[config.mk]
export PLATFORM = sky130hd
export DESIGN_NAME = alu_req_arbiter_flat
export DESIGN_NICKNAME = d
export VERILOG_FILES = /design/src/rtl/alu_req_arbiter_if.sv /design/src/rtl/alu_req_arbiter.sv /design/src/flat_wrapper.sv
export SDC_FILE = /design/constraint.sdc
export NUM_CORES = 1
export LEC_CHECK = 0
export ABC_AREA = 1
export ABC_CLOCK_PERIOD_IN_PS = 1500
export BUFFER_PORTS_ARGS = -buffer_cell sky130_fd_sc_hd__buf_4
export CAP_MARGIN = 20
export CORE_MARGIN = 2
export CORE_UTILIZATION = 44
export CTS_CLUSTER_DIAMETER = 80
export CTS_CLUSTER_SIZE = 28
export DETAILED_ROUTE_END_ITERATION = 10
export GPL_ROUTABILITY_DRIVEN = 0
export PLACE_DENSITY = 0.81
export SLEW_MARGIN = 20
export SYNTH_ARGS = -nofsm -noshare
export SYNTH_HDL_FRONTEND = slang
export SYNTH_SLANG_ARGS = --single-unit
[constraint.sdc]
create_clock -name clk_i -period 1.5 [get_ports clk_i]
set_clock_uncertainty 0.15 [all_clocks]
set_input_delay 0.075 -clock clk_i [delete_from_list [all_inputs] [get_ports clk_i]]
set_output_delay 0.075 -clock clk_i [all_outputs]
set_load 0.05 [all_outputs]
[src/rtl/alu_req_arbiter_if.sv]
// rtl/alu_req_arbiter_if.sv - request, response and ALU-side signals of the shared ALU arbiter
interface alu_req_arbiter_if #(
  parameter int WIDTH = 32
);
  logic             a_valid_i;
  logic             a_ready_o;
  logic [WIDTH-1:0] a_data1_i;
  logic [WIDTH-1:0] a_data2_i;
  logic [2:0]       a_ctrl_i;
  logic             b_valid_i;
  logic             b_ready_o;
  logic [WIDTH-1:0] b_data1_i;
  logic [WIDTH-1:0] b_data2_i;
  logic [2:0]       b_ctrl_i;
  logic             a_resp_valid_o;
  logic             b_resp_valid_o;
  logic             a_resp_ready_i;
  logic             b_resp_ready_i;
  logic [WIDTH-1:0] resp_data_o;
  logic             resp_zero_o;
  logic             resp_err_o;
  logic [WIDTH-1:0] alu_data1_o;
  logic [WIDTH-1:0] alu_data2_o;
  logic [2:0]       alu_ctrl_o;
  logic [WIDTH-1:0] alu_data_i;
  logic             alu_zero_i;

  modport slave (
    input  a_valid_i, a_data1_i, a_data2_i, a_ctrl_i,
    input  b_valid_i, b_data1_i, b_data2_i, b_ctrl_i,
    input  a_resp_ready_i, b_resp_ready_i, alu_data_i, alu_zero_i,
    output a_ready_o, b_ready_o, a_resp_valid_o, b_resp_valid_o,
    output resp_data_o, resp_zero_o, resp_err_o,
    output alu_data1_o, alu_data2_o, alu_ctrl_o
  );

  modport master (
    output a_valid_i, a_data1_i, a_data2_i, a_ctrl_i,
    output b_valid_i, b_data1_i, b_data2_i, b_ctrl_i,
    output a_resp_ready_i, b_resp_ready_i, alu_data_i, alu_zero_i,
    input  a_ready_o, b_ready_o, a_resp_valid_o, b_resp_valid_o,
    input  resp_data_o, resp_zero_o, resp_err_o,
    input  alu_data1_o, alu_data2_o, alu_ctrl_o
  );
endinterface

[src/rtl/alu_req_arbiter.sv]
// rtl/alu_req_arbiter.sv - round-robin two-requester front end for a shared combinational ALU
module alu_req_arbiter #(
  parameter int WIDTH      = 32,
  parameter int MUL_CYCLES = 4
) (
  input logic              clk_i,
  input logic              rst_i,
  alu_req_arbiter_if.slave bus
);
  typedef enum logic [1:0] {IDLE, EXEC, DONE} state_t;

  localparam int         CW       = $clog2(MUL_CYCLES + 1);
  localparam logic [2:0] CTRL_MUL = 3'b011;
  localparam logic       OWNER_A  = 1'b0;
  localparam logic       OWNER_B  = 1'b1;

  state_t        state;
  logic          last_grant;
  logic          owner;
  logic [CW-1:0] cnt;
  logic          grant_a;
  logic          grant_b;
  logic [2:0]    sel_ctrl;
  logic          illegal;

  // Ties go to whoever was not served last; a lone requester always wins.
  always_comb begin
    grant_a  = bus.a_valid_i && (!bus.b_valid_i || last_grant == OWNER_B);
    grant_b  = bus.b_valid_i && (!bus.a_valid_i || last_grant == OWNER_A);
    sel_ctrl = grant_b ? bus.b_ctrl_i : bus.a_ctrl_i;
  end

  assign bus.a_ready_o = (state == IDLE) && grant_a;
  assign bus.b_ready_o = (state == IDLE) && grant_b;
  assign illegal       = bus.alu_ctrl_o inside {3'b100, 3'b101, 3'b111};

  // The alu_* registers double as the latched op, so the ALU inputs only move on accept.
  always_ff @(posedge clk_i) begin
    if (!rst_i) begin
      state              <= IDLE;
      last_grant         <= OWNER_B;
      owner              <= OWNER_A;
      cnt                <= '0;
      bus.alu_data1_o    <= '0;
      bus.alu_data2_o    <= '0;
      bus.alu_ctrl_o     <= 3'b000;
      bus.resp_data_o    <= '0;
      bus.resp_zero_o    <= 1'b0;
      bus.resp_err_o     <= 1'b0;
      bus.a_resp_valid_o <= 1'b0;
      bus.b_resp_valid_o <= 1'b0;
    end else begin
      case (state)
        IDLE: begin
          if (grant_a || grant_b) begin
            owner           <= grant_b;
            last_grant      <= grant_b;
            bus.alu_data1_o <= grant_b ? bus.b_data1_i : bus.a_data1_i;
            bus.alu_data2_o <= grant_b ? bus.b_data2_i : bus.a_data2_i;
            bus.alu_ctrl_o  <= sel_ctrl;
            cnt             <= (sel_ctrl == CTRL_MUL) ? CW'(MUL_CYCLES - 1) : '0;
            state           <= EXEC;
          end
        end
        EXEC: begin
          if (illegal) begin
            bus.resp_data_o    <= '0;
            bus.resp_zero_o    <= 1'b1;
            bus.resp_err_o     <= 1'b1;
            cnt                <= '0;
            bus.a_resp_valid_o <= (owner == OWNER_A);
            bus.b_resp_valid_o <= (owner == OWNER_B);
            state              <= DONE;
          end else if (cnt != '0) begin
            cnt <= cnt - CW'(1);
          end else begin
            bus.resp_data_o    <= bus.alu_data_i;
            bus.resp_zero_o    <= bus.alu_zero_i;
            bus.resp_err_o     <= 1'b0;
            bus.a_resp_valid_o <= (owner == OWNER_A);
            bus.b_resp_valid_o <= (owner == OWNER_B);
            state              <= DONE;
          end
        end
        DONE: begin
          if (owner == OWNER_A ? bus.a_resp_ready_i : bus.b_resp_ready_i) begin
            bus.a_resp_valid_o <= 1'b0;
            bus.b_resp_valid_o <= 1'b0;
            state              <= IDLE;
          end
        end
        default: state <= IDLE;
      endcase
    end
  end
endmodule

[src/flat_wrapper.sv]
// flat-port wrapper written by rule: the top's interface ports become plain ports
module alu_req_arbiter_flat 
#(
  parameter int WIDTH      = 32,
  parameter int MUL_CYCLES = 4
)
  (clk_i, rst_i, bus_a_valid_i, bus_a_data1_i, bus_a_data2_i, bus_a_ctrl_i, bus_b_valid_i, bus_b_data1_i, bus_b_data2_i, bus_b_ctrl_i, bus_a_resp_ready_i, bus_b_resp_ready_i, bus_alu_data_i, bus_alu_zero_i, bus_a_ready_o, bus_b_ready_o, bus_a_resp_valid_o, bus_b_resp_valid_o, bus_resp_data_o, bus_resp_zero_o, bus_resp_err_o, bus_alu_data1_o, bus_alu_data2_o, bus_alu_ctrl_o);
  alu_req_arbiter_if #(.WIDTH(WIDTH)) bus_i ();
  input logic clk_i;
  input logic rst_i;
  input wire logic [$bits(bus_i.a_valid_i)-1:0] bus_a_valid_i;
  input wire logic [$bits(bus_i.a_data1_i)-1:0] bus_a_data1_i;
  input wire logic [$bits(bus_i.a_data2_i)-1:0] bus_a_data2_i;
  input wire logic [$bits(bus_i.a_ctrl_i)-1:0] bus_a_ctrl_i;
  input wire logic [$bits(bus_i.b_valid_i)-1:0] bus_b_valid_i;
  input wire logic [$bits(bus_i.b_data1_i)-1:0] bus_b_data1_i;
  input wire logic [$bits(bus_i.b_data2_i)-1:0] bus_b_data2_i;
  input wire logic [$bits(bus_i.b_ctrl_i)-1:0] bus_b_ctrl_i;
  input wire logic [$bits(bus_i.a_resp_ready_i)-1:0] bus_a_resp_ready_i;
  input wire logic [$bits(bus_i.b_resp_ready_i)-1:0] bus_b_resp_ready_i;
  input wire logic [$bits(bus_i.alu_data_i)-1:0] bus_alu_data_i;
  input wire logic [$bits(bus_i.alu_zero_i)-1:0] bus_alu_zero_i;
  output wire logic [$bits(bus_i.a_ready_o)-1:0] bus_a_ready_o;
  output wire logic [$bits(bus_i.b_ready_o)-1:0] bus_b_ready_o;
  output wire logic [$bits(bus_i.a_resp_valid_o)-1:0] bus_a_resp_valid_o;
  output wire logic [$bits(bus_i.b_resp_valid_o)-1:0] bus_b_resp_valid_o;
  output wire logic [$bits(bus_i.resp_data_o)-1:0] bus_resp_data_o;
  output wire logic [$bits(bus_i.resp_zero_o)-1:0] bus_resp_zero_o;
  output wire logic [$bits(bus_i.resp_err_o)-1:0] bus_resp_err_o;
  output wire logic [$bits(bus_i.alu_data1_o)-1:0] bus_alu_data1_o;
  output wire logic [$bits(bus_i.alu_data2_o)-1:0] bus_alu_data2_o;
  output wire logic [$bits(bus_i.alu_ctrl_o)-1:0] bus_alu_ctrl_o;
  assign bus_i.a_valid_i = bus_a_valid_i;
  assign bus_i.a_data1_i = bus_a_data1_i;
  assign bus_i.a_data2_i = bus_a_data2_i;
  assign bus_i.a_ctrl_i = bus_a_ctrl_i;
  assign bus_i.b_valid_i = bus_b_valid_i;
  assign bus_i.b_data1_i = bus_b_data1_i;
  assign bus_i.b_data2_i = bus_b_data2_i;
  assign bus_i.b_ctrl_i = bus_b_ctrl_i;
  assign bus_i.a_resp_ready_i = bus_a_resp_ready_i;
  assign bus_i.b_resp_ready_i = bus_b_resp_ready_i;
  assign bus_i.alu_data_i = bus_alu_data_i;
  assign bus_i.alu_zero_i = bus_alu_zero_i;
  assign bus_a_ready_o = bus_i.a_ready_o;
  assign bus_b_ready_o = bus_i.b_ready_o;
  assign bus_a_resp_valid_o = bus_i.a_resp_valid_o;
  assign bus_b_resp_valid_o = bus_i.b_resp_valid_o;
  assign bus_resp_data_o = bus_i.resp_data_o;
  assign bus_resp_zero_o = bus_i.resp_zero_o;
  assign bus_resp_err_o = bus_i.resp_err_o;
  assign bus_alu_data1_o = bus_i.alu_data1_o;
  assign bus_alu_data2_o = bus_i.alu_data2_o;
  assign bus_alu_ctrl_o = bus_i.alu_ctrl_o;
  alu_req_arbiter #(.WIDTH(WIDTH), .MUL_CYCLES(MUL_CYCLES)) u_core (.clk_i(clk_i), .rst_i(rst_i), .bus(bus_i));
endmodule
Word level (Yosys, flattened, before mapping)
Cells that the tools add are included.
Operators by class
  add/sub/neg operators: 1
  equality and inequality tests: 11
  mux-type cells: 27
  bitwise logic cells: 2
  reduce and logical (&&, ||, !) cells: 19
Operator list (count)
  32-bit two-way mux: 4
  3-bit two-way mux: 4
  1-bit two-way mux: 10
  2-bit two-way mux: 5
  3-bit equality test (second input constant): 3
  3-bit AND reduction: 3
  2-bit one-hot mux with 3 select lines: 1
  3-bit one-hot mux with 2 select lines: 1
  3-bit nonzero test: 2
  1-bit logical AND: 4
  2-bit by 1-bit != test with 1-bit output (second input constant): 2
  1-bit one-hot mux with 2 select lines: 2
  2-bit AND reduction: 2
  2-bit nonzero test: 2
  3-bit by 2-bit equality test with 1-bit output (second input constant): 1
  1-bit logical OR: 3
  3-bit by 1-bit != test with 1-bit output (second input constant): 1
  3-bit by 2-bit != test with 1-bit output (second input constant): 1
  3-bit by 1-bit subtractor with 3-bit output (second input constant): 1
  2-bit by 1-bit equality test with 1-bit output (second input constant): 1
  2-bit equality test (second input constant): 1
  1-bit zero test: 2
  2-bit zero test: 1
  2-bit != test (second input constant): 1
  1-bit NOT: 2
Storage, ports and cells
  register bits after elaboration: 110
  output and inout bits: 105
  logic and storage cells: 72

Depth between registers and ports, before layout
Gate-level depths: netlist (run 1).
  depth after elaboration: 8
  mapped depth: 9

Least setup slack after synthesis (run 1)
OpenSTA, ideal clock, no wires.
  path type: reg2reg
  from: register u_core.last_grant
  to: register u_core.owner
  arrival: 1.576 ns
  required time: 1.280 ns
  slack: -0.296 ns
  stages on the path, launching flop included: 7
  buffers on the path: 1
  cells stage by stage: dfxtp_1 > nand2_2 > nand2_2 > buf_4 > nor2_1 > inv_1 > a21oi_1
Between the ends
  cells in the longest elaborated chain, start to end: 5
  elaborated cells between the ends (all ways): 7
  classes of those cells: 1 x bitwise; 6 x reduce/logical
RTL lines
  start, declared: RTL line alu_req_arbiter.sv:18  | logic last_grant;
  start signal, assigned: RTL line alu_req_arbiter.sv:57  | last_grant <= grant_b;
  1-bit NOT: RTL line alu_req_arbiter.sv:29  | grant_b = bus.b_valid_i && (!bus.a_valid_i || last_grant == OWNER_A);
  1-bit logical OR: RTL line alu_req_arbiter.sv:29
  1-bit logical AND: RTL line alu_req_arbiter.sv:29
  1-bit logical OR: RTL line alu_req_arbiter.sv:55  | if (grant_a || grant_b) begin
  2-bit AND reduction (no source line)
  end signal, assigned: RTL line alu_req_arbiter.sv:56  | owner <= grant_b;
  end, declared: RTL line alu_req_arbiter.sv:19  | logic owner;
Parallel ways exist; a longest one is shown, timed or not.
A chain may end at the register's enable or synchronous reset.

Worst setup path after layout (run 1)
  from: register u_core.state[0]
  to: register u_core.bus.alu_data1_o[7]
Between the ends
  cells in the longest elaborated chain, start to end: 2
RTL lines
  start, declared: RTL line alu_req_arbiter.sv:17  | state_t state;
  start signal, assigned: RTL line alu_req_arbiter.sv:40  | state <= IDLE;
  start signal, assigned: RTL line alu_req_arbiter.sv:62  | state <= EXEC;
  start signal, assigned: RTL line alu_req_arbiter.sv:73  | state <= DONE;
  2-bit zero test: RTL line alu_req_arbiter.sv:53  | case (state)
  2-bit AND reduction (no source line)
  end signal, assigned: RTL line alu_req_arbiter.sv:58  | bus.alu_data1_o <= grant_b ? bus.b_data1_i : bus.a_data1_i;
  end, declared: RTL line alu_req_arbiter_if.sv:34  | output alu_data1_o, alu_data2_o, alu_ctrl_o
Every way passes these cells.

==> run_results.csv, run 1 <==
group,metric,value,unit
synth,synth-async-reset-ratio,0,%
hold_path,hp-start,"bus_b_valid_i",
critical_path,arrival,1830,ps
layout,final_area,0.00965,mm^2
place,placed_area,0.00684,mm^2
floorplanning,initial_core_util,45.3,%
clock_tree,cts-root-buf,"clkbuf_8",
sta,period_needed,1710,ps
clock_tree,numClockSinks,110,
routing,ant_nets,0,
sta,setup_violations,95,
sta,hold_viol,0,
critical_path,max_stage_delay,370,ps
global_route,track_usage,40.7,%
routing,finalWirelength,30300,um
sta,relSlewSlack,69.1,%
pwr,leakage,0.00443,uW
floorplanning,io_pins,278,
sta,rsz0062_at_grt,"yes",
place,dp.cells,990,
global_route,grt_antenna_before_repair,2,
routing,vias,7682,
clock_tree,numCtsBuffers,9,
critical_path,path_buf_inv,3,
synth,synth_area,0.00467,mm^2
pwr,vdd_ir_drop_max,0.802,mV
hold_path,hp-class,"in -> reg",
synth,synth_largest_area_cell,"dfxtp_1",
synth,ys_types,21,
synth,ys_seq_elements,110,
synth,syn_nets,790,
pwr,powerDensity,1330,mW/mm^2
clock_tree,insertion_delay,390,ps
layout,finalNonFillerCells,1202,
place,portBuffers,277,
critical_path,cp_slowest_cell,"dfxtp_2",
critical_path,cp_top_family,"compound AO/OA/AOI/OAI gates",
floorplanning,die_x,107,um
global_route,grt.overflow.total,0,
global_route,grt_pass1_wl,36500,um
sta,hold_slack,5.75,ps
floorplanning,dieHeight,107,um
sta,tns,-5820,ps
synth,seq_area_frac_synth,47.1,%
synth,synth_common_cells,"nand2_1 (158), dfxtp_1 (110), nand3_1 (71)",
sta,worst_slack,-209,ps
synth,synth-edff-count,0,
critical_path,startpoint,"u_core.state[0]",
place,dp_hpwl,11400,um
critical_path,required,1620,ps
critical_path,cp_max_fo,12,
status,status,"finished with violations",
layout,area_growth,106,%
synth,synth_cells,615,
layout,nets,1234,
clock_tree,clkTransAtPathRegs,110,ps
critical_path,crit_path_end_kind,"flip-flop",
routing,drc,0,
sta,period_share,114,%
clock_tree,cts_max_level,3,
clock_tree,cts_tree,"yes",
routing,first_pass_iters,6,
sta,slew_viol_final,0,
synth,synth.most_common_cell,"nand2_1",
critical_path,path_cells,"nor2_4, inv_2, nor2_4, buf_12, buf_12, o21ai_0, a31oi_1",
floorplanning,core,0.0103,mm^2
synth,syn_area_per_cell,7.60,um^2
critical_path,start_kind,"flip-flop",
floorplanning,dieArea,0.0115,mm^2
routing,dr.first_iter.drc_count,929,
status,violations,"setup timing",
global_route,grt_max_degree,56,
global_route,grt_pass1_vias,7139,
place,dpl_worst_slack,-32.0,ps
synth,yosysWarnings,0,
critical_path,critPathKind,"reg -> reg",
clock_tree,clockBufferDepth,2,
routing,vias_per_cell,6.39,
sta,fmax,585,MHz
layout,drive_gt1_share,40.0,%
flow_run,cap_violations,0,
synth,synth.area.top_cells,"dfxtp_1 (47%), nand2_1 (13%), a31oi_1 (8.7%)",
synth,ys.flop_type,"dfxtp_1",
synth,synth_top_area_share,47.1,%
floorplanning,row_count,37,
sta,worstMarginPinSlew,464,ps
critical_path,worstReg2RegStart,"u_core.state[0]",
routing,wl_per_cell,25.2,um
-- state kept, by name, summed over array words and instances, names as in the netlist --
signal,cells
u_core.bus.alu_data2_o,32
u_core.bus.alu_ctrl_o,3
u_core.bus.resp_data_o,32
u_core.bus.alu_data1_o,32
u_core.owner,1
u_core.last_grant,1
u_core.bus.a_resp_valid_o,1
u_core.bus.resp_zero_o,1
u_core.bus.resp_err_o,1
u_core.cnt,3
u_core.bus.b_resp_valid_o,1
u_core.state,2
-- what timing repair did --
item                                   4_1_cts  5_1_grt
hold buffers                               172        0
buffers inserted                             5        4
gates cloned                                 5        9
gates resized for setup                     22      103
pin swaps                                    4       33
setup endpoints to repair                   55      109
endpoints found under the hold margin      106        0
-- layout make-up --
cell class | instances | area [um^2]
well taps | 136 | 170
repair buffers | 488 | 4530
fillers | 329 | 674
clock buffers | 12 | 165
multi-input cells | 432 | 2470
clock inverters | 4 | 30.0
flip-flops and latches | 110 | 2210
inverters | 18 | 67.6
diodes | 2 | 5.00
-- cell families (layout without fill, tap and decap cells) --
family          after synthesis  in the layout  share of synthesized area (%)
simple gates                249            249                           22.4
compound gates              180            180                           21.1
flops                       110            110                           47.1
buf+inv                      73            522                           8.67
fa+ha+maj                     2              2                          0.535
xor+xnor                      1              1                          0.187
other cells                   0              2                              0
-- worst reg2reg max path: stages, from the launching register on --
cell     delay, ps
dfxtp_2        370
nor2_4         130
inv_2           70
nor2_4         150
buf_12         170
buf_12         150
o21ai_0         80
a31oi_1        320
-- path summary, 6_finish.rpt --
check | to | slack [ps] | cells past startpoint
max | u_core.bus.alu_data1_o[7] | -210 | 7
min | u_core.bus.alu_ctrl_o[2] | 6 | 4
max reg2reg | u_core.bus.alu_data1_o[7] | -210 | 7
min reg2reg | u_core.bus.resp_data_o[21] | 340 | 2
-- power breakdown --
group	switching, uW	total [uW]	internal (uW)
Sequential	455	3940	3480
Clock	1100	1850	746
Combinational	4400	7090	2690
Total	5960	12900	6920
-- stage by stage --
stage,utilization (%),total power (uW)
after floorplan,-,7200
after detailed placement,66.3,8780
after global placement,66.3,8670
after global routing,93.5,13100
final,93.5,12900
after CTS,87.7,11400
-- cell usage in the layout, fill, tap and decap left out, types with 6 or more instances in the layout --
master / count
dlygate4sd3_1: 172
inv_1: 13
nand2_4: 25
a21oi_2: 34
clkbuf_16: 8
nand2_2: 15
nor2_1: 10
o21ai_1: 63
dfxtp_2: 6
dfxtp_1: 103
a21oi_1: 12
buf_12: 10
nand2_1: 121
nand3_1: 71
buf_4: 285
clkbuf_8: 12
buf_16: 7
a31oi_1: 65
-- layer usage --
layer  track usage [%]  up-vias  routed length (um)
met4              27.5        0                2920
met1              44.7     3475                9720
li1                  -     3011                   -
met3              12.0      312                4000
met2              67.5      884               13700
met5                 0        -                   0
(Power assumes the default switching activity.)
==> inputs of run 2 (changes only) <==
- SKIP_LAST_GASP: unset -> 1
==> run 2 against run 1 <==
Net effect: the run ends with DRC, setup timing left; power grew 3.3%; via count up 3.6%; critical path depth is the same; fmax shrank 6.9%; global-route usage down 0.40 points; die area unchanged; count of clock-buffer cells in the layout did not move; sequential share of layout area shrank 0.38 points; sequential power increased by 1%; cell count rose by 0.42%; wire length up 8.5%; critical path type unchanged; largest cell class unchanged.
==> run_results.csv, run 2 (synthesized netlist as in run 1, its figures left out) <==
group,metric,value,unit
layout,final_area,0.00982,mm^2
global_route,grt.overflow.total,0,
sta,rsz0062_at_grt,"yes",
routing,vias_per_cell,6.59,
place,portBuffers,277,
routing,wl_per_cell,27.2,um
pwr,vdd_ir_drop_max,0.860,mV
clock_tree,cts_tree,"yes",
layout,fill_cells,272,
sta,period_needed,1840,ps
pwr,leakage,0.00449,uW
pwr,powerDensity,1350,mW/mm^2
critical_path,arrival,1950,ps
hold_path,holdPathStages,5,
clock_tree,clockBufferDepth,2,
layout,drive_gt1_share,41.1,%
critical_path,r2r_setup_slack,-340,ps
sta,relSlewSlack,65.2,%
layout,area_growth,110,%
critical_path,crit_path_end_kind,"flip-flop",
floorplanning,dieHeight,107,um
global_route,grt_pass1_vias,7196,
global_route,grt_antenna_before_repair,2,
sta,hold_viol,0,
routing,first_pass_iters,11,
sta,tns,-6120,ps
floorplanning,initial_core_util,45.3,%
floorplanning,io_pins,278,
status,status,"finished with violations",
sta,setup_violations,98,
clock_tree,clkTransAtPathRegs,130,ps
layout,reg_top3,"u_core.bus.alu_data1_o: 32 flops, u_core.bus.alu_data2_o: 32 flops, u_core.bus.resp_data_o: 32 flops",
floorplanning,dieArea,0.0115,mm^2
sta,fmax,545,MHz
sta,period_share,122,%
critical_path,cp_max_fo,6,
hold_path,holdPathEnd,"u_core.owner",
sta,worst_slack,-335,ps
global_route,grt_max_degree,56,
floorplanning,die_x,107,um
clock_tree,cts_max_level,3,
clock_tree,numCtsBuffers,9,
routing,dr.first_iter.drc_count,1320,
critical_path,reg2reg_depth,7,
sta,slew_viol_final,0,
critical_path,required,1610,ps
clock_tree,cts-root-buf,"clkbuf_8",
global_route,track_usage,40.3,%
routing,drc,52,
routing,ant_nets,0,
global_route,grt_pass1_wl,36200,um
critical_path,critPathKind,"reg -> reg",
flow_run,cap_violations,0,
hold_path,hp-start,"bus_b_valid_i",
critical_path,r2r-end,"u_core.bus.alu_data2_o[0]",
layout,nets,1240,
sta,hold_slack,55.3,ps
hold_path,hp-class,"in -> reg",
layout,layout_commonest_cell,"buf_4",
sta,worstMarginPinSlew,519,ps
routing,vias,7958,
routing,finalWirelength,32900,um
floorplanning,row_count,37,
clock_tree,insertion_delay,390,ps
clock_tree,numClockSinks,110,
floorplanning,core,0.0103,mm^2
place,dp_hpwl,11400,um
layout,final_cell_mix,"buf_4 (288), dlygate4sd3_1 (172), nand2_1 (125), dfxtp_1 (103), nand3_1 (71)",
status,violations,"DRC, setup timing",
place,placed_area,0.00684,mm^2
critical_path,worstReg2RegStart,"u_core.state[0]",
layout,final_util,95.2,%
critical_path,start_kind,"flip-flop",
==> run 2: through the flow <==
| step | instances | total power (uW) | setup slack [ps] |
|---|---|---|---|
| 2_1_floorplan | 615 | 7200 | 33.3 |
| 3_3_place_gp | 990 | 8670 | 48.1 |
| 3_5_place_dp | 990 | 8780 | -32.0 |
| 4_1_cts | 1188 | 11400 | -60.3 |
| 5_1_grt | 1207 | 13500 | -499 |
| 6_report | 1207 | 13300 | -335 |
==> run 2: worst max-delay path by stage <==
| stage | startpoint | end | cells after the start |
|---|---|---|---|
| floorplan | u_core.bus.alu_ctrl_o[1] | u_core.bus.resp_data_o[24] | 7 |
| global placement | u_core.state[0] | u_core.bus.alu_data1_o[8] | 6 |
| detailed placement | u_core.cnt[0] | u_core.bus.resp_data_o[29] | 9 |
| CTS | u_core.cnt[0] | u_core.bus.resp_data_o[25] | 9 |
| global route | u_core.state[0] | u_core.bus.alu_data1_o[1] | 7 |
| finish | u_core.state[0] | u_core.bus.alu_data2_o[0] | 7 |
==> run 2: critical path, cell delays in order, from the launching register on <==
cell	delay, ps
dfxtp_4	380
nor2_4	120
inv_2	70
nor2_4	140
clkbuf_16	200
clkbuf_16	160
o21ai_1	60
a31oi_1	420
==> run 2: layout make-up <==
type / count / area (um^2) / share of cell area [%]
timing repair buffer: 494 / 4610 / 46.9
sequential: 110 / 2220 / 22.6
tap: 136 / 170 / 1.73
clock buffer: 12 / 165 / 1.68
multi-input combinational: 432 / 2560 / 26.1
inverter: 18 / 67.6 / 0.688
antenna: 1 / 2.50 / 0.0255
clock inverter: 4 / 30.0 / 0.306
==> run 2: repair_timing <==
item,CTS,global route
pin swaps,4,35
hold buffers,172,0
gates cloned,5,14
setup endpoints to repair,55,109
hold endpoints to repair,106,0
setup buffers,5,5
resized for setup,19,119
==> run 2: layer usage <==
layer  track usage, %  share of wire, %  routed length (um)  vias to the layer above
li1                 -                 -                   -                     3021
met1             43.5                31               10300                     3555
met2             67.3                43               14200                     1000
met3             11.1                14                4670                      382
met4             29.1                11                3690                        0
met5                0                 0                   0                        -
==> run 2: where the power goes <==
part	total (uW)	switching [uW]	leakage, uW	internal, uW
Combinational	7430	4620	0.00349	2820
Clock	1890	1140	0.0000986	747
Sequential	3980	495	0.000909	3480
==> inputs of run 3 (changes only) <==
- SETUP_SLACK_MARGIN: unset -> 0.1
==> run 3 against run 2 <==
Net effect: the flow now stops in 5_1_grt; synthesized cell count stayed put; synthesized area stayed put.
==> run_results.csv, run 3 <==
group,metric,value,unit
status,status,"stopped before the end",
synth,synth.most_common_cell,"nand2_1",
synth,ys.flop_type,"dfxtp_1",
clock_tree,cts-root-buf,"clkbuf_8",
clock_tree,cts_max_level,3,
floorplanning,initial_core_util,45.3,%
synth,syn_area_per_cell,7.60,um^2
synth,synth.area.top_cells,"dfxtp_1 (47%), nand2_1 (13%), a31oi_1 (8.7%)",
global_route,grt_max_degree,52,
status,tool.error,"[ERROR GRT-0232] Routing congestion too high. Check the congestion heatmap in the GUI.",
status,lastStage,"5_1_grt",
place,placed_area,0.00685,mm^2
synth,synth_largest_area_cell,"dfxtp_1",
sta,worst-ep-kind,"register data pin",
synth,synth_area,0.00467,mm^2
synth,synth-async-reset-ratio,0,%
global_route,track_usage,88.4,%
floorplanning,io_pins,278,
synth,synth-edff-count,0,
clock_tree,numClockSinks,110,
floorplanning,dieHeight,107,um
clock_tree,clockBufferDepth,2,
place,dp.cells,992,
floorplanning,die_x,107,um
sta,postGrtWorstEndpoint,"u_core.last_grant$_SDFFE_PN1P_/D",
place,dp_hpwl,11700,um
synth,yosysWarnings,0,
synth,synth_common_cells,"nand2_1 (158), dfxtp_1 (110), nand3_1 (71)",
synth,ys_types,21,
synth,ys_seq_elements,110,
synth,synth_top_area_share,47.1,%
synth,seq_area_frac_synth,47.1,%
global_route,grt.overflow.total,306,
synth,syn_nets,790,
clock_tree,numCtsBuffers,9,
synth,synth_cells,615,
place,portBuffers,277,
floorplanning,row_count,37,
-- run 3: cells by family after synthesis --
kind of cell             synth area share (%)
buffers and inverters                    8.67
XOR/XNOR                                0.187
flip-flops                               47.1
AO/OA/AOI/OAI                            21.1
adder cells (fa/ha/maj)                 0.535
AND/OR/NAND/NOR                          22.4
-- run 3: stage by stage --
stage,setup slack [ps],hold slack [ps],TNS [ps]
CTS,2.63,16.1,0
detailed placement,-231,189,-5550
floorplan,103,67.9,0
global placement,-90.8,177,-2780
-- run 3: layer usage --
| metal | overflow | track usage, % |
|---|---|---|
| met1 | 0 | 82.2 |
| met3 | 3 | 75.7 |
| met2 | 190 | 106 |
| met5 | 0 | 26.7 |
| met4 | 113 | 98.3 |
-- run 3: what timing repair did --
action,CTS
hold buffers,171
buffers inserted,5
pin swaps,4
cloned,10
hold endpoints to repair,106
resized for setup,48
setup endpoints to repair,110
==> inputs of run 4 (changes only) <==
- CORE_UTILIZATION: 44 -> 30
- CTS_CLUSTER_DIAMETER: 80 -> unset
- CTS_CLUSTER_SIZE: 28 -> unset
- PLACE_DENSITY: 0.81 -> unset
- PLACE_DENSITY_LB_ADDON: unset -> 0.15
- SETUP_SLACK_MARGIN: 0.1 -> unset
==> run 4 against run 3 <==
Net effect: the flow now finishes, with violations (setup timing).
==> run_results.csv, run 4 (synthesized netlist as in run 1, its figures left out) <==
group,metric,value,unit
floorplanning,row_count,45,
layout,final_util,64.8,%
critical_path,worstReg2RegStart,"u_core.state[1]",
pwr,seqPwrFrac,29.6,%
sta,relSlewSlack,72.0,%
routing,finalWirelength,21200,um
critical_path,cp_max_fo,8,
clock_tree,clkTransAtPathRegs,80,ps
pwr,p_int,7450,uW
sta,period_share,103,%
floorplanning,io_pins,278,
global_route,grt_pass1_wl,29400,um
status,status,"finished with violations",
floorplanning,dieArea,0.0166,mm^2
pwr,pwr-share-clk,19.1,%
pwr,vdd_ir_drop_max,0.759,mV
hold_path,holdPathEnd,"u_core.bus.alu_ctrl_o[2]",
status,violations,"setup timing",
critical_path,max_stage_delay,340,ps
clock_tree,clockBufferDepth,2,
sta,worstMarginPinSlew,420,ps
sta,hold_viol,0,
routing,first_pass_iters,5,
clock_tree,cts_max_level,3,
hold_path,hp-class,"in -> reg",
sta,period_needed,1540,ps
sta,setup_violations,26,
critical_path,reg2reg_depth,10,
global_route,grt_pass1_vias,6158,
floorplanning,core,0.0152,mm^2
critical_path,path_cells,"buf_6, inv_4, nand2_4, nor2_4, nand2_2, inv_2, buf_6, clkbuf_16, nand2_4, a21oi_2",
critical_path,crit_path_end_kind,"flip-flop",
clock_tree,cts_tree,"yes",
pwr,leakage,0.00451,uW
sta,worst_slack,-43.2,ps
routing,ant_nets,0,
routing,wl_per_cell,16.9,um
critical_path,critPathKind,"reg -> reg",
layout,drive_gt1_share,40.6,%
global_route,track_usage,22.2,%
pwr,combPwrFrac,51.4,%
routing,dr.first_iter.drc_count,316,
clock_tree,numClockSinks,110,
place,dpl_worst_slack,-43.4,ps
sta,slew_viol_final,0,
sta,tns,-496,ps
floorplanning,initial_core_util,30.7,%
pwr,swShare,42.2,%
layout,final_cell_mix,"buf_4 (292), dlygate4sd3_1 (171), nand2_1 (122), dfxtp_1 (103), nand3_1 (71)",
place,dp.cells,1044,
critical_path,arrival,1680,ps
floorplanning,die_x,129,um
critical_path,r2r-end,"u_core.bus.resp_data_o[8]",
routing,vias_per_cell,5.03,
critical_path,start_kind,"flip-flop",
global_route,grt.overflow.total,0,
layout,finalNonFillerCells,1260,
layout,nets,1242,
sta,rsz0062_at_grt,"yes",
critical_path,required,1640,ps
sta,fmax,648,MHz
pwr,powerDensity,1310,mW/mm^2
clock_tree,numCtsBuffers,9,
floorplanning,dieHeight,129,um
layout,antenna_cells,0,
hold_path,hp-start,"bus_b_valid_i",
layout,layout_commonest_cell,"buf_4",
place,dp_hpwl,11500,um
global_route,grt_antenna_before_repair,0,
critical_path,r2r_setup_slack,-40,ps
layout,area_growth,111,%
critical_path,cp_top_family,"buffers and inverters",
place,portBuffers,277,
routing,drc,0,
critical_path,cp_slowest_cell,"dfxtp_2",
flow_run,cap_violations,0,
routing,vias,6333,
clock_tree,cts-root-buf,"clkbuf_16",
hold_path,holdPathStages,4,
clock_tree,insertion_delay,350,ps
pwr,p_sw,5430,uW
layout,reg_top3,"u_core.bus.alu_data1_o: 32 flops, u_core.bus.alu_data2_o: 32 flops, u_core.bus.resp_data_o: 32 flops",
global_route,grt_max_degree,63,
critical_path,path_buf_inv,5,
run 4: worst max-delay path by stage:
stage,from,endpoint,depth (start not counted)
floorplan,u_core.bus.alu_ctrl_o[1],u_core.bus.resp_data_o[24],7
global placement,u_core.cnt[0],u_core.bus.resp_data_o[24],9
detailed placement,u_core.cnt[0],u_core.bus.resp_data_o[24],9
CTS,u_core.cnt[0],u_core.bus.resp_data_o[5],9
global route,u_core.cnt[0],u_core.bus.resp_data_o[8],10
finish,u_core.state[1],u_core.bus.resp_data_o[8],10
run 4: through the flow:
stage / cell area (um^2) / power (uW) / hold slack [ps]
2_1_floorplan: 4690 / 7200 / 67.9
3_3_place_gp: 6920 / 8780 / 177
5_1_grt: 9860 / 13500 / 65.3
4_1_cts: 9020 / 11800 / 15.9
6_report: 9860 / 12900 / 54.1
3_5_place_dp: 6920 / 8850 / 188
run 4: repair_timing:
item,4_1_cts,5_1_grt
hold endpoints to repair,105,0
hold buffers,171,0
gates resized for setup,12,118
pin swaps,2,33
setup endpoints to repair,38,102
buffers inserted,3,14
gates cloned,1,11
run 4: worst min-delay path: stages:
cell     delay [ps]
buf_4           180
nand2_8          80
nand2_1          80
a31oi_1          90
run 4: layout make-up:
class,count,area (um^2)
Inverter,18,70.1
Clock buffer,10,229
Timing Repair Buffer,496,4560
Tap cell,188,235
Clock inverter,6,70.1
Multi-Input combinational cell,432,2480
Sequential cell,110,2210
Fill cell,1222,5350
run 4: power groups by stage:
stage | combinational, uW | sequential (uW) | clock [uW]
after CTS | 5500 | 3790 | 2520
final | 6620 | 3810 | 2450
after global placement | 4950 | 3830 | 0
after global routing | 6970 | 3870 | 2640
after floorplan | 1650 | 5550 | 0
after detailed placement | 5010 | 3840 | 0
run 4: metal layers:
| metal | wire length, um | global-route usage (%) |
|---|---|---|
| met4 | 869 | 12.4 |
| met2 | 10800 | 39.2 |
| met1 | 8220 | 24.6 |
| met5 | 0 | 0 |
| met3 | 1380 | 5.11 |
